--- src/rtl/axi4_burst_pkg.sv ---
// axi4_burst_pkg: shared types for the AXI4 burst slave.
//   burst_t / resp_t        : AXI burst and response encodings
//   wstate_t / rstate_t     : write and read channel FSM states
//   next_addr()             : beat-to-beat word address step (FIXED/INCR/WRAP)
package axi4_burst_pkg;

   typedef enum logic [1:0] {FIXED = 2'd0, INCR = 2'd1, WRAP = 2'd2} burst_t;
   typedef enum logic [1:0] {OKAY = 2'b00, SLVERR = 2'b10} resp_t;
   typedef enum logic [1:0] {W_IDLE, W_DATA, W_RESP} wstate_t;
   typedef enum logic [1:0] {R_IDLE, R_FETCH, R_DATA} rstate_t;

   // Word address of the following beat. Computed at 32 bits; the caller
   // truncates to the RAM word-address width, which gives INCR its
   // wrap-modulo-depth behaviour for free. WRAP keeps the bits above the
   // wrap mask (len) and increments only inside it.
   function automatic logic [31:0] next_addr(input logic [31:0] addr,
                                             input logic [7:0]  len,
                                             input logic [1:0]  burst);
      logic [31:0] mask;
      mask = {24'd0, len};
      case (burst)
         FIXED:   next_addr = addr;
         WRAP:    next_addr = (addr & ~mask) | ((addr + 32'd1) & mask);
         default: next_addr = addr + 32'd1;
      endcase
   endfunction

endpackage

--- src/rtl/axi4_burst_slave_mem.sv ---
// axi4_burst_slave_mem: simple dual-port RAM, per-byte write enable,
// one-cycle registered read, read-before-write on address collision.
//   clock  : rising-edge clock
//   we     : byte write enables (one per data byte)
//   waddr  : write word address        wdata : write data
//   raddr  : read word address         rdata : registered read data
module axi4_burst_slave_mem #(
   parameter int    AW        = 4,
   parameter int    DW        = 32,
   parameter string INIT_FILE = ""
) (
   input  logic            clock,
   input  logic [DW/8-1:0] we,
   input  logic [AW-1:0]   waddr,
   input  logic [DW-1:0]   wdata,
   input  logic [AW-1:0]   raddr,
   output logic [DW-1:0]   rdata
);

   logic [DW-1:0] mem [2**AW];

   // Read samples the array before this edge's writes land, so a same-word
   // collision returns the old contents.
   always_ff @(posedge clock) begin
      for (int i = 0; i < DW/8; i++) begin
         if (we[i]) mem[waddr][i*8 +: 8] <= wdata[i*8 +: 8];
      end
      rdata <= mem[raddr];
   end

endmodule

--- src/rtl/axi4_burst_slave.sv ---
// axi4_burst_slave: AXI4 slave backed by byte-writable on-chip RAM.
// FIXED/INCR/WRAP bursts, byte strobes, SLVERR reporting, one read beat per
// cycle. Read and write paths are independent FSMs sharing the RAM ports.
//   clock, reset            : clock, asynchronous active-high reset
//   s_aw*/s_w*/s_b*         : write address, write data, write response
//   s_ar*/s_r*              : read address, read data
//   s_*lock/cache/prot/qos  : accepted and ignored
module axi4_burst_slave
   import axi4_burst_pkg::*;
#(
   parameter int    G_ADDR_WIDTH  = 6,
   parameter int    G_DATA_WIDTH  = 32,
   parameter int    G_ID_WIDTH    = 2,
   parameter string MEM_INIT_FILE = ""
) (
   input  logic                      clock,
   input  logic                      reset,
   output logic                      s_awready,
   input  logic                      s_awvalid,
   input  logic [G_ID_WIDTH-1:0]     s_awid,
   input  logic [G_ADDR_WIDTH-1:0]   s_awaddr,
   input  logic [7:0]                s_awlen,
   input  logic [2:0]                s_awsize,
   input  logic [1:0]                s_awburst,
   input  logic                      s_awlock,
   input  logic [3:0]                s_awcache,
   input  logic [2:0]                s_awprot,
   input  logic [3:0]                s_awqos,
   output logic                      s_wready,
   input  logic                      s_wvalid,
   input  logic [G_DATA_WIDTH-1:0]   s_wdata,
   input  logic [G_DATA_WIDTH/8-1:0] s_wstrb,
   input  logic                      s_wlast,
   input  logic                      s_bready,
   output logic                      s_bvalid,
   output logic [G_ID_WIDTH-1:0]     s_bid,
   output logic [1:0]                s_bresp,
   output logic                      s_arready,
   input  logic                      s_arvalid,
   input  logic [G_ID_WIDTH-1:0]     s_arid,
   input  logic [G_ADDR_WIDTH-1:0]   s_araddr,
   input  logic [7:0]                s_arlen,
   input  logic [2:0]                s_arsize,
   input  logic [1:0]                s_arburst,
   input  logic                      s_arlock,
   input  logic [3:0]                s_arcache,
   input  logic [2:0]                s_arprot,
   input  logic [3:0]                s_arqos,
   input  logic                      s_rready,
   output logic                      s_rvalid,
   output logic [G_ID_WIDTH-1:0]     s_rid,
   output logic [G_DATA_WIDTH-1:0]   s_rdata,
   output logic [1:0]                s_rresp,
   output logic                      s_rlast
);

   localparam int NB   = G_DATA_WIDTH / 8;
   localparam int OFST = $clog2(NB);
   localparam int WA   = G_ADDR_WIDTH - OFST;

   function automatic logic [WA-1:0] step(input logic [WA-1:0] a,
                                          input logic [7:0]    len,
                                          input logic [1:0]    burst);
      logic [31:0] n;
      n = next_addr(32'(a), len, burst);
      return n[WA-1:0];
   endfunction

   function automatic logic req_bad(input logic [2:0] size,
                                    input logic [1:0] burst,
                                    input logic [7:0] len);
      logic wrap_len_bad;
      wrap_len_bad = !(len == 8'd1 || len == 8'd3 || len == 8'd7 || len == 8'd15);
      return (size != 3'(OFST)) || (burst == 2'b11) || (burst == WRAP && wrap_len_bad);
   endfunction

   // ---------------- write path ----------------
   wstate_t         wstate;
   logic [WA-1:0]   waddr;
   logic [7:0]      wlen, wcnt;
   logic [1:0]      wburst;
   logic [G_ID_WIDTH-1:0] wid;
   logic            werr_req;   // address-phase error: suppress all writes
   logic            werr_last;  // an earlier beat carried wlast too soon

   logic            w_hs, w_final;
   logic [NB-1:0]   mem_we;

   assign w_hs    = s_wvalid & s_wready;
   assign w_final = (wcnt == wlen);
   assign mem_we  = (w_hs && !werr_req) ? s_wstrb : '0;

   always_ff @(posedge clock or posedge reset) begin
      if (reset) begin
         wstate    <= W_IDLE;
         s_awready <= 1'b0;
         s_wready  <= 1'b0;
         s_bvalid  <= 1'b0;
         s_bid     <= '0;
         s_bresp   <= OKAY;
         waddr     <= '0;
         wlen      <= '0;
         wcnt      <= '0;
         wburst    <= '0;
         wid       <= '0;
         werr_req  <= 1'b0;
         werr_last <= 1'b0;
      end else begin
         case (wstate)
            W_IDLE: begin
               if (s_awready && s_awvalid) begin
                  waddr     <= s_awaddr[G_ADDR_WIDTH-1:OFST];
                  wlen      <= s_awlen;
                  wburst    <= s_awburst;
                  wid       <= s_awid;
                  werr_req  <= req_bad(s_awsize, s_awburst, s_awlen);
                  werr_last <= 1'b0;
                  wcnt      <= '0;
                  s_awready <= 1'b0;
                  s_wready  <= 1'b1;
                  wstate    <= W_DATA;
               end else begin
                  s_awready <= 1'b1;
               end
            end
            W_DATA: begin
               if (w_hs) begin
                  waddr <= step(waddr, wlen, wburst);
                  wcnt  <= wcnt + 8'd1;
                  if (w_final) begin
                     // A missing wlast on the final beat is folded in here.
                     s_wready <= 1'b0;
                     s_bvalid <= 1'b1;
                     s_bid    <= wid;
                     s_bresp  <= (werr_req || werr_last || !s_wlast) ? SLVERR : OKAY;
                     wstate   <= W_RESP;
                  end else if (s_wlast) begin
                     werr_last <= 1'b1;
                  end
               end
            end
            W_RESP: begin
               if (s_bready) begin
                  s_bvalid  <= 1'b0;
                  s_awready <= 1'b1;
                  wstate    <= W_IDLE;
               end
            end
            default: wstate <= W_IDLE;
         endcase
      end
   end

   // ---------------- read path ----------------
   rstate_t         rstate;
   logic [WA-1:0]   raddr;
   logic [7:0]      rlen, rcnt;
   logic [1:0]      rburst;
   logic            r_hs;
   logic [WA-1:0]   mem_raddr;

   assign r_hs = s_rvalid & s_rready;

   // The RAM output register is the rdata holding register: re-read the
   // current word while stalled, pre-fetch the next one on a handshake.
   always_comb begin
      mem_raddr = raddr;
      case (rstate)
         R_IDLE:  mem_raddr = s_araddr[G_ADDR_WIDTH-1:OFST];
         R_DATA:  if (r_hs) mem_raddr = step(raddr, rlen, rburst);
         default: mem_raddr = raddr;
      endcase
   end

   always_ff @(posedge clock or posedge reset) begin
      if (reset) begin
         rstate    <= R_IDLE;
         s_arready <= 1'b0;
         s_rvalid  <= 1'b0;
         s_rid     <= '0;
         s_rresp   <= OKAY;
         s_rlast   <= 1'b0;
         raddr     <= '0;
         rlen      <= '0;
         rcnt      <= '0;
         rburst    <= '0;
      end else begin
         case (rstate)
            R_IDLE: begin
               if (s_arready && s_arvalid) begin
                  raddr     <= s_araddr[G_ADDR_WIDTH-1:OFST];
                  rlen      <= s_arlen;
                  rburst    <= s_arburst;
                  rcnt      <= '0;
                  s_rid     <= s_arid;
                  s_rresp   <= req_bad(s_arsize, s_arburst, s_arlen) ? SLVERR : OKAY;
                  s_arready <= 1'b0;
                  rstate    <= R_FETCH;
               end else begin
                  s_arready <= 1'b1;
               end
            end
            R_FETCH: begin
               s_rvalid <= 1'b1;
               s_rlast  <= (rlen == 8'd0);
               rstate   <= R_DATA;
            end
            R_DATA: begin
               if (r_hs) begin
                  if (s_rlast) begin
                     s_rvalid  <= 1'b0;
                     s_rlast   <= 1'b0;
                     s_arready <= 1'b1;
                     rstate    <= R_IDLE;
                  end else begin
                     raddr   <= step(raddr, rlen, rburst);
                     rcnt    <= rcnt + 8'd1;
                     s_rlast <= ((rcnt + 8'd1) == rlen);
                  end
               end
            end
            default: rstate <= R_IDLE;
         endcase
      end
   end

   axi4_burst_slave_mem #(
      .AW        (WA),
      .DW        (G_DATA_WIDTH),
      .INIT_FILE (MEM_INIT_FILE)
   ) u_mem (
      .clock (clock),
      .we    (mem_we),
      .waddr (waddr),
      .wdata (s_wdata),
      .raddr (mem_raddr),
      .rdata (s_rdata)
   );

   // Sideband fields and sub-word address bits carry no meaning here.
   logic unused;
   assign unused = ^{s_awlock, s_awcache, s_awprot, s_awqos, s_awaddr,
                     s_arlock, s_arcache, s_arprot, s_arqos, s_araddr};

endmodule
--- config.mk ---
export PLATFORM = sky130hd
export DESIGN_NAME = axi4_burst_slave
export DESIGN_NICKNAME = d
export VERILOG_FILES = /design/src/rtl/axi4_burst_pkg.sv /design/src/rtl/axi4_burst_slave_mem.sv /design/src/rtl/axi4_burst_slave.sv
export SDC_FILE = /design/constraint.sdc
export NUM_CORES = 1
export LEC_CHECK = 0
export BUFFER_PORTS_ARGS = -buffer_cell sky130_fd_sc_hd__buf_2
export CORE_MARGIN = 2
export CORE_UTILIZATION = 60
export CTS_CLUSTER_SIZE = 16
export DETAILED_ROUTE_END_ITERATION = 16
export PLACE_DENSITY = 0.79
export SYNTH_ARGS = -nofsm -noshare
export SYNTH_HDL_FRONTEND = slang
export SYNTH_HIERARCHICAL = 1
export SYNTH_SLANG_ARGS = --single-unit
--- constraint.sdc ---
create_clock -name clock -period 2.7 [get_ports clock]
set_input_delay 0.675 -clock clock [delete_from_list [all_inputs] [get_ports clock]]
set_output_delay 0.675 -clock clock [all_outputs]
set_load 0.01 [all_outputs]
==> metrics.txt, run 1 <==
first-pass GRT wire length 75,700 um; ys async rst share 10.5%; status finished clean; Finished Layout Cells 2,003; dpl ws -0.107 ns; YS warnings 6; Tightest Pin Transition 0.843 ns; most frequent cells in the layout edfxtp_1, mux4_2, buf_2; Avg Cell Area, Syn between 15 and 20 um2; Final Hold Violating Endpoints 0; vias in the first global route 12,700; Die Y 203 um; largest net degree at the start of global routing 65; max-cap viol count 0; post-CTS setup buffer count 0; Overflow after GRT 0; Max clock buf depth 3; Max Freq 0.387 GHz; htree depth 2; Final WS setup 0.116 ns; cell leakage power 9.31 nW; Vias/cell 6.19; clk slew on worst S/H paths 0.06 ns; EDFF count, synth 512; Core Util, Final a little over two thirds; synthesized area 23,800 um2; Period minus WS final 2.58 ns; DIE WIDTH 203 um; DP Cell Count 1,890; I/O Pins ~160; Max-Slew Margin vs Limit 43.8%; most common cell after layout, fill and taps aside edfxtp_1; Min-Delay Path Class input port to asynchronous set/reset pin; clk sinks 608; Worst EP arrival 3.04 ns; fin area 27,400 um2; Wirelength per Cell 24.8 um; Slowest Stage Delay on Critical Path ~0.54 ns; core area 38,800 um2; Final TNS setup 0 ns; GRT Util Overall around a quarter; Worst-Skew Late Latency around 0.6 ns; Final setup viols 0; layout cells sized above 1 28.9%; reg-to-reg slack, setup around 0.12 ns; clock skew 0.0161 ns; Tcrit/Tclk final between 90% and 100%; Post-Syn Instances 1,253; initial drt markers 1,182; DR DRC count 0; Primary FF master, synth edfxtp_1; startpoint types flop; met2 Use GR 41.7%; Nets about 1,500; IR drop worst, VDD 0.744 mV; number of distinct library cells after synthesis 65; initial antenna violation count 6; CTS tree built; TritonRoute pass-1 iters 7; global routing's busiest layer met2; GR Util met3 approximately 4.7%; cell chain of the critical path a21oi_1 > xnor2_1 > a22oi_1 > o21ai_4 > buf_12 > buf_16 > mux4_2 > a22oi_2 > nand2_1; met1 usage approximately 34%; IO Port Bufs 125; CTS Buf Count 58; DP HPWL 30,400 um; Rows 72; RePlAce Congestion 0.836; Via Count 12,400; Area growth, synth to finish 15.2%; CP required about 3.2 ns; ANT nets after route 0; root buf cell clkbuf_16; pwr dens 744 nW/um2; Setup CP Type flop to flop; Initial Utilization 61.2%; max-slew violations 0; nature of the critical path endpoint flop; CP max-delay cell mux4_2; placed cell areas approximately 25,000 um2; top fanout value on the critical path 18; flops & latches, synth 608; die area 41,200 um2; crit path buf inv count 2; unrepaired setup endpoints after global routing no; drt total wl 49,700 um; top cell family by delay on the critical path compound AO/OA/AOI/OAI gates; post-synthesis sequential area ratio 74.2%
[through the flow]
step | total power, mW | hold WS [ns]
floorplan | 11.8 | 0.454
global placement | 12.4 | 0.463
detailed placement | 12.5 | 0.471
CTS | 20.5 | 0.127
global route | 21.0 | 0.166
finish | 20.4 | 0.138
[where the power goes]
part           leakage [nW]  switching (mW)  internal (mW)
Combinational          2.69           0.876          0.545
Sequential             5.69           0.328           10.6
Clock                 0.920            3.39           4.67
Total                  9.31            4.59           15.8
[kinds of logic after synthesis]
| family | count (synthesis) | synth area share [%] |
|---|---|---|
| AND/OR/NAND/NOR | 236 | 5.29 |
| AO/OA/AOI/OAI | 152 | 4.46 |
| other | 1 | 0.0158 |
| buffers and inverters | 68 | 1.33 |
| multiplexers | 160 | 13.6 |
| XOR/XNOR | 24 | 0.885 |
| flip-flops | 608 | 74.2 |
| adder cells (fa/ha/maj) | 4 | 0.211 |
[timing repair]
| item | in CTS | in global routing |
|---|---|---|
| hold buffers | 0 | 0 |
| setup endpoints to repair | 0 | 3 |
| resized for setup | 0 | 5 |
[worst reg2reg max path, cell delays in order (launching register included)]
cell,delay (ns)
dfrtp_1,0.42
a21oi_1,0.19
xnor2_1,0.17
a22oi_1,0.14
o21ai_4,0.17
buf_12,0.21
buf_16,0.21
mux4_2,0.55
a22oi_2,0.24
nand2_1,0.14
[per-layer routing]
layer,wire length (um),up-vias
li1,-,5386
met1,19100,6336
met2,25500,583
met3,3910,98
met4,1170,4
met5,27,-
[flip-flops by register name (all words and copies together), names as in the netlist, 4 cells and up, named ones only]
name,cells
u_mem/mem,512
u_mem/rdata,32
rcnt,8
rlen,8
wcnt,8
wlen,8
raddr,4
[area by class of cell]
type / count / area, um2
clock buffers: 73 / 1600
flip-flops and latches: 608 / 17600
inverters: 9 / 33.8
fillers: 2338 / 11500
clock inverters: 36 / 315
well taps: 518 / 648
repair buffers: 177 / 1280
diodes: 4 / 10.0
multi-input cells: 578 / 5870
[Yosys cell counts, drive strengths merged, types with 10 or more instances]
cell type	n	area, um2
mux2	29	327
edfxtp	512	15400
dfrtp	64	1600
nand3	10	55.1
o21ai	31	155
nor2	44	168
clkbuf	25	93.8
dfxtp	32	641
nand2	61	231
xor2	16	140
and2	71	444
mux4	128	2880
a21oi	22	121
a22oi	69	518
buf	34	189
[final timing paths]
check / startpoint / endpoint / cells after the start
worst max-delay path: rlen[0] / u_mem/rdata[28] / 9
worst min-delay path: reset / s_arready / 3
worst max register to register: rlen[0] / u_mem/rdata[28] / 9
worst min register to register: s_rid[1] / s_rid[1] / 1
max in group asynchronous: reset / wlen[5] / 3
min in group clock: s_wlast / s_bresp[1] / 2
(Power assumes the default switching activity.)
==> inputs of run 2 (changes only) <==
- ABC_AREA: default -> 1
==> run 2 against run 1 <==
First-iteration DRC count rose by 78%; largest power group is now combinational logic; die area grew 12%; fmax is 9.7% higher.
==> metrics.txt, run 2 <==
status finished clean; placed cell areas 28,300 um2; most frequent cells in the layout nand2_1, edfxtp_1, inv_1; IR drop worst, VDD 0.982 mV; YS warnings 6; reg-to-reg slack, setup 0.34 ns; Nets 2,951; fin area 30,300 um2; core area around 44,000 um2; DR DRC count 0; nature of the critical path endpoint flop; TritonRoute pass-1 iters 8; Overflow after GRT 0; max-cap viol count 0; largest family of logic cells by synthesized area simple AND/OR/NAND/NOR gates; Primary FF master, synth edfxtp_1; Synth Area in XOR/XNOR 0.494%; IO Port Bufs between 100 and 150; max-slew violations 0; adder-cell share of the synthesized area 0.188%; first-pass GRT wire length 92,500 um; layout cells sized above 1 around 12%; area leader, netlist edfxtp_1; Max Freq 0.425 GHz; flops & latches, synth 608; Worst-Skew Late Latency ~0.60 ns; unrepaired setup endpoints after global routing no; ANT nets after route 0; htree depth 2; clock skew roughly 0.011 ns; most common cell after layout, fill and taps aside nand2_1; Area growth, synth to finish 14.0%; Vias/cell around 5.3; Sw Pwr 12.3 mW; diode count 0; root buf cell clkbuf_16; simple-gate share of the synthesized area 21.9%; number of distinct library cells after synthesis 47; EDFF count, synth around 510; Min-Delay Path Class input port to asynchronous set/reset pin; Period minus WS final 2.36 ns; clk sinks 608; switching part of the total 37.7%; FF-to-FF path depth 12; max FFs per register 512; CP required 3.17 ns; DP HPWL 36,500 um; startpoint types flop; pwr dens 1070 nW/um2; Filler cells just over 3,000; Avg Cell Area, Syn 10.0 um2; Tcrit/Tclk final slightly below 90%; drt total wl 58,400 um; top-count cell post-synth nand2_1; hold-fix buffers at CTS 0; ys async rst share 10.5%; post-synthesis sequential area ratio 66.3%; Rows between 70 and 80; top cells by count, synth nand2_1, edfxtp_1, inv_1; Synth area leaders edfxtp_1, nand2_1, nand3_1; Setup CP Type flop to flop; I/O Pins 156; Die Y roughly 210 um; Compound-Gate Fraction of Synth Area under 10%; Biggest register u_mem/mem; Via Count ~19,000; Initial Utilization 60.5%; hold slack 0.170 ns; share of power burned in registers between 30 and 40%; Final Hold Violating Endpoints 0; largest net degree at the start of global routing 67; Post-Syn Instances 2,655; Worst EP arrival 2.82 ns; RePlAce Congestion 0.849; Max-Slew Margin vs Limit 54.7%; cell leakage power 13.4 nW; vias in the first global route 18,300; Wirelength per Cell 16.8 um; synthesized area 26,600 um2; Final TNS setup 0 ns; CTS Buf Count 59; CTS tree built; post-CTS setup buffer count 0; Synth top area share 57.8%; Comb power frac 39.9%; die area approximately 46,000 um2; Clk pwr share 25.5%; initial antenna violation count 6; top fanout value on the critical path 15; initial drt markers 2,108; Tightest Pin Transition 0.678 ns; post_cts resized 0; GRT Util Overall between 20 and 30%; Final setup viols 0; Max clock buf depth 3; Pint 20.2 mW; Regs by FF count u_mem/mem (512), u_mem/rdata (32); clk slew on worst S/H paths around 0.06 ns; post-synthesis mux area share 0%; DIE WIDTH 214 um
## run 2: logic make-up (layout without fill, tap and decap cells)
group / after synthesis / in the layout
other: 1 / 2
AO/OA/AOI/OAI: 79 / 79
XOR/XNOR: 15 / 15
adder cells (fa/ha/maj): 4 / 4
buffers and inverters: 578 / 808
flip-flops: 608 / 608
AND/OR/NAND/NOR: 1370 / 1370
## run 2: path summary, 6_finish.rpt
| path | startpoint | to |
|---|---|---|
| max | rstate[0] | u_mem/rdata[8] |
| min | reset | s_rid[0] |
| max reg2reg | rstate[0] | u_mem/rdata[8] |
| min reg2reg | s_rid[0] | s_rid[0] |
| max in group asynchronous | reset | wcnt[6] |
| min in group clock | s_bready | wstate[1] |
## run 2: worst max-delay path, stage by stage (launching register included)
cell and delay (ns):
dfrtp_1 0.38, inv_2 0.10, nand2_4 0.12, nor2_8 0.17
nor2_1 0.07, buf_4 0.14, a22oi_1 0.22, nand2_2 0.16
inv_2 0.28, buf_12 0.20, nand3_1 0.08, nand3_1 0.15
nand2_1 0.12
## run 2: final cells by class
| class | count | area [um2] | area share, % |
|---|---|---|---|
| flip-flops and latches | 608 | 17600 | 58.2 |
| multi-input cells | 1470 | 6470 | 21.4 |
| repair buffers | 238 | 1750 | 5.77 |
| inverters | 460 | 1740 | 5.73 |
| clock buffers | 89 | 1720 | 5.68 |
| well taps | 592 | 741 | 2.45 |
| clock inverters | 21 | 260 | 0.859 |
## run 2: metal layers
layer	up-vias	track usage [%]	share of wire, %	routed length, um
met5	-	0	0.11	63
met4	12	9.51	3.3	1900
met3	162	5.60	8.7	5100
met2	824	43.4	49	28700
met1	8684	32.0	39	22600
li1	8893	-	-	-
## run 2: stage by stage
step           power [mW]  util (%)  setup WS [ns]  std cells
6_report             32.5      68.9          0.345       3478
5_1_grt              34.3      68.9          0.152       3478
4_1_cts              32.5      68.9          0.382       3478
3_5_place_dp         24.2      64.4         0.0474       3368
3_3_place_gp         23.7      64.4         0.0610       3368
2_1_floorplan        20.4         -          0.427       2656
## run 2: power by group through the flow
| stage | clock [mW] | combinational [mW] | sequential [mW] |
|---|---|---|---|
| 3_5_place_dp | 0 | 12.7 | 11.4 |
| 4_1_cts | 8.40 | 12.9 | 11.2 |
| 3_3_place_gp | 0 | 12.4 | 11.4 |
| 6_report | 8.27 | 13.0 | 11.2 |
| 2_1_floorplan | 0 | 8.95 | 11.5 |
| 5_1_grt | 8.80 | 14.3 | 11.3 |
==> inputs of run 3 (changes only) <==
--- a/config.mk
+++ b/config.mk
@@ -11,2 +11,3 @@
 export CORE_UTILIZATION = 60
+export CTS_CLUSTER_DIAMETER = 60
 export CTS_CLUSTER_SIZE = 16
@@ -16,3 +17,2 @@
 export SYNTH_HDL_FRONTEND = slang
-export SYNTH_HIERARCHICAL = 1
 export SYNTH_SLANG_ARGS = --single-unit
--- a/constraint.sdc
+++ b/constraint.sdc
@@ -3,2 +3,2 @@
 set_output_delay 0.675 -clock clock [all_outputs]
-set_load 0.01 [all_outputs]
+set_load 0.005 [all_outputs]
==> run 3 against run 2 <==
Fmax fell by 2.2%; clock power fell by 20%; utilization fell by 0.82 points; combinational power rose by 3%; clock-buffer cell count fell by 12; worst setup slack got worse by 0.053 ns; largest cell class unchanged; highest routed layer is now met4.
==> metrics.txt, run 3 <==
initial antenna violation count 0; die area 46,700 um2; CP dominant cell by count nand3_1; DIE WIDTH around 220 um; Final setup viols 0; DP HPWL 38,600 um; Max Freq approximately 0.42 GHz; Worst-Skew Late Latency between 0.5 and 0.6 ns; Overflow after GRT 0; Worst EP arrival ~2.9 ns; CTS tree built; Max clock buf depth 3; Biggest register u_mem.mem; Initial Utilization 60.9%; Regs by FF count u_mem.mem (512), u_mem.rdata (32); pwr dens about 1000 nW/um2; top fanout value on the critical path 55; first-pass GRT wire length 99,100 um; root buf cell clkbuf_16; Wirelength per Cell 18.7 um; post_cts resized 0; Vias/cell 5.74; max-cap viol count 0; cell chain of the critical path inv_2 > nand2_4 > nor2_4 > nand3_4 > nand2_8 > buf_12 > nand2_1 > nand3_1 > nand3_1 > nand3_1 > nand2_1; I/O Pins 156; GRT Util Overall 27.2%; flops & latches, synth roughly 600; drt total wl 63,300 um; number of distinct library cells after synthesis 40; RePlAce Congestion 0.840; Avg Cell Area, Syn 10.3 um2; IR drop worst, VDD 0.925 mV; Period minus WS final 2.41 ns; Rows 77; hold-fix buffers at CTS 0; diode count 0; max-slew violations 0; Via Count between 15,000 and 20,000; clk sinks 608; Nets between 2,000 and 3,000; DR DRC count 0; startpoint types flop; layout cells sized above 1 11.2%; fin area 30,200 um2; TritonRoute pass-1 iters 6; Setup CP Type flop to flop; IO Port Bufs 125; Final Hold Violating Endpoints 0; post-CTS setup buffer count 0; core area 44,300 um2; hold slack 0.186 ns; Area growth, synth to finish 12.0%; Total Power ~31 mW; Slowest Stage Delay on Critical Path 0.45 ns; Tcrit/Tclk final 89.2%; post-synthesis sequential area ratio 65.3%; crit path buf inv count 2; CP max-delay cell dfrtp_1; most frequent cells in the layout nand3_1, edfxtp_1, inv_1; clock skew between 0.015 and 0.02 ns; ANT nets after route 0; Synth top area share a little under three fifths; EDFF count, synth 512; DP Cell Count 3,302; cell leakage power 12.8 nW; CTS Buf Count 45; Final TNS setup 0 ns; vias in the first global route approximately 19,000; placed cell areas 28,800 um2; max FFs per register 512; htree depth 2; top cells by count, synth nand3_1, edfxtp_1, inv_1; YS warnings 0; Tightest Pin Transition about 1.3 ns; largest net degree at the start of global routing 75; Synth area leaders edfxtp_1, nand3_1, inv_1; clk slew on worst S/H paths 0.07 ns; synthesized area 27,000 um2; status finished clean; Die Y 216 um; Max-Slew Margin vs Limit 15.3%; top-count cell post-synth nand3_1; area leader, netlist edfxtp_1; Post-Syn Instances 2,619; nature of the critical path endpoint flop; Primary FF master, synth edfxtp_1; most common cell after layout, fill and taps aside nand3_1; ys async rst share a little over a tenth; Finished Layout Cells 3,386; Min-Delay Path Class input port to asynchronous set/reset pin; initial drt markers 2,156; unrepaired setup endpoints after global routing no; CP required roughly 3.2 ns; top cell family by delay on the critical path simple AND/OR/NAND/NOR gates
-- run 3: layer usage --
layer | vias to the layer above | share of wire, % | GRT usage [%]
met5 | - | 0 | 0
met4 | 0 | 3.1 | 10.1
met3 | 161 | 8.9 | 4.98
met2 | 960 | 50 | 47.0
met1 | 9302 | 38 | 34.4
li1 | 9010 | - | -
-- run 3: area by class of cell --
class / instances / area, um2
flip-flops and latches: 608 / 17600
fillers: 3196 / 14100
multi-input cells: 1415 / 6990
repair buffers: 236 / 1760
inverters: 451 / 1690
clock buffers: 77 / 1300
well taps: 592 / 741
clock inverters: 7 / 100
-- run 3: where the power goes --
part | internal (mW) | leakage, nW | switching [mW]
logic | 4.52 | 6.50 | 8.91
clock network | 3.48 | 0.672 | 3.11
registers | 10.8 | 5.66 | 0.401
total | 18.8 | 12.8 | 12.4
-- run 3: logic make-up after synthesis --
| family | count (synthesis) | synth area share (%) |
|---|---|---|
| other cells | 1 | 0.0139 |
| xor+xnor | 12 | 0.390 |
| buf+inv | 597 | 9.05 |
| simple gates | 1314 | 23.2 |
| flops | 608 | 65.3 |
| compound gates | 80 | 1.66 |
| fa+ha+maj | 7 | 0.325 |
-- run 3: final timing paths --
path,startpoint,endpoint,slack (ns),cells past startpoint
setup / recovery,rstate[0],u_mem.rdata[9],0.29,11
hold / removal,reset,s_rid[1],0.19,2
setup reg to reg,rstate[0],u_mem.rdata[9],0.29,11
hold reg to reg,s_rid[0],s_rid[0],0.48,2
max in group asynchronous,reset,wcnt[7],1.90,3
min in group clock,s_awid[1],wid[1],0.29,3
-- run 3: through the flow --
| step | setup slack (ns) | utilization (%) |
|---|---|---|
| floorplan | 0.427 | - |
| global placement | 0.119 | 65.0 |
| detailed placement | 0.0561 | 65.0 |
| CTS | 0.328 | 68.1 |
| global route | 0.184 | 68.1 |
| finish | 0.292 | 68.1 |
-- run 3: worst reg2reg max path, cell delays in order, from the launching register on --
cell     delay, ns
dfrtp_1       0.45
inv_2         0.19
nand2_4       0.12
nor2_4        0.22
nand3_4       0.15
nand2_8       0.26
buf_12        0.33
nand2_1       0.12
nand3_1       0.09
nand3_1       0.10
nand3_1       0.15
nand2_1       0.11
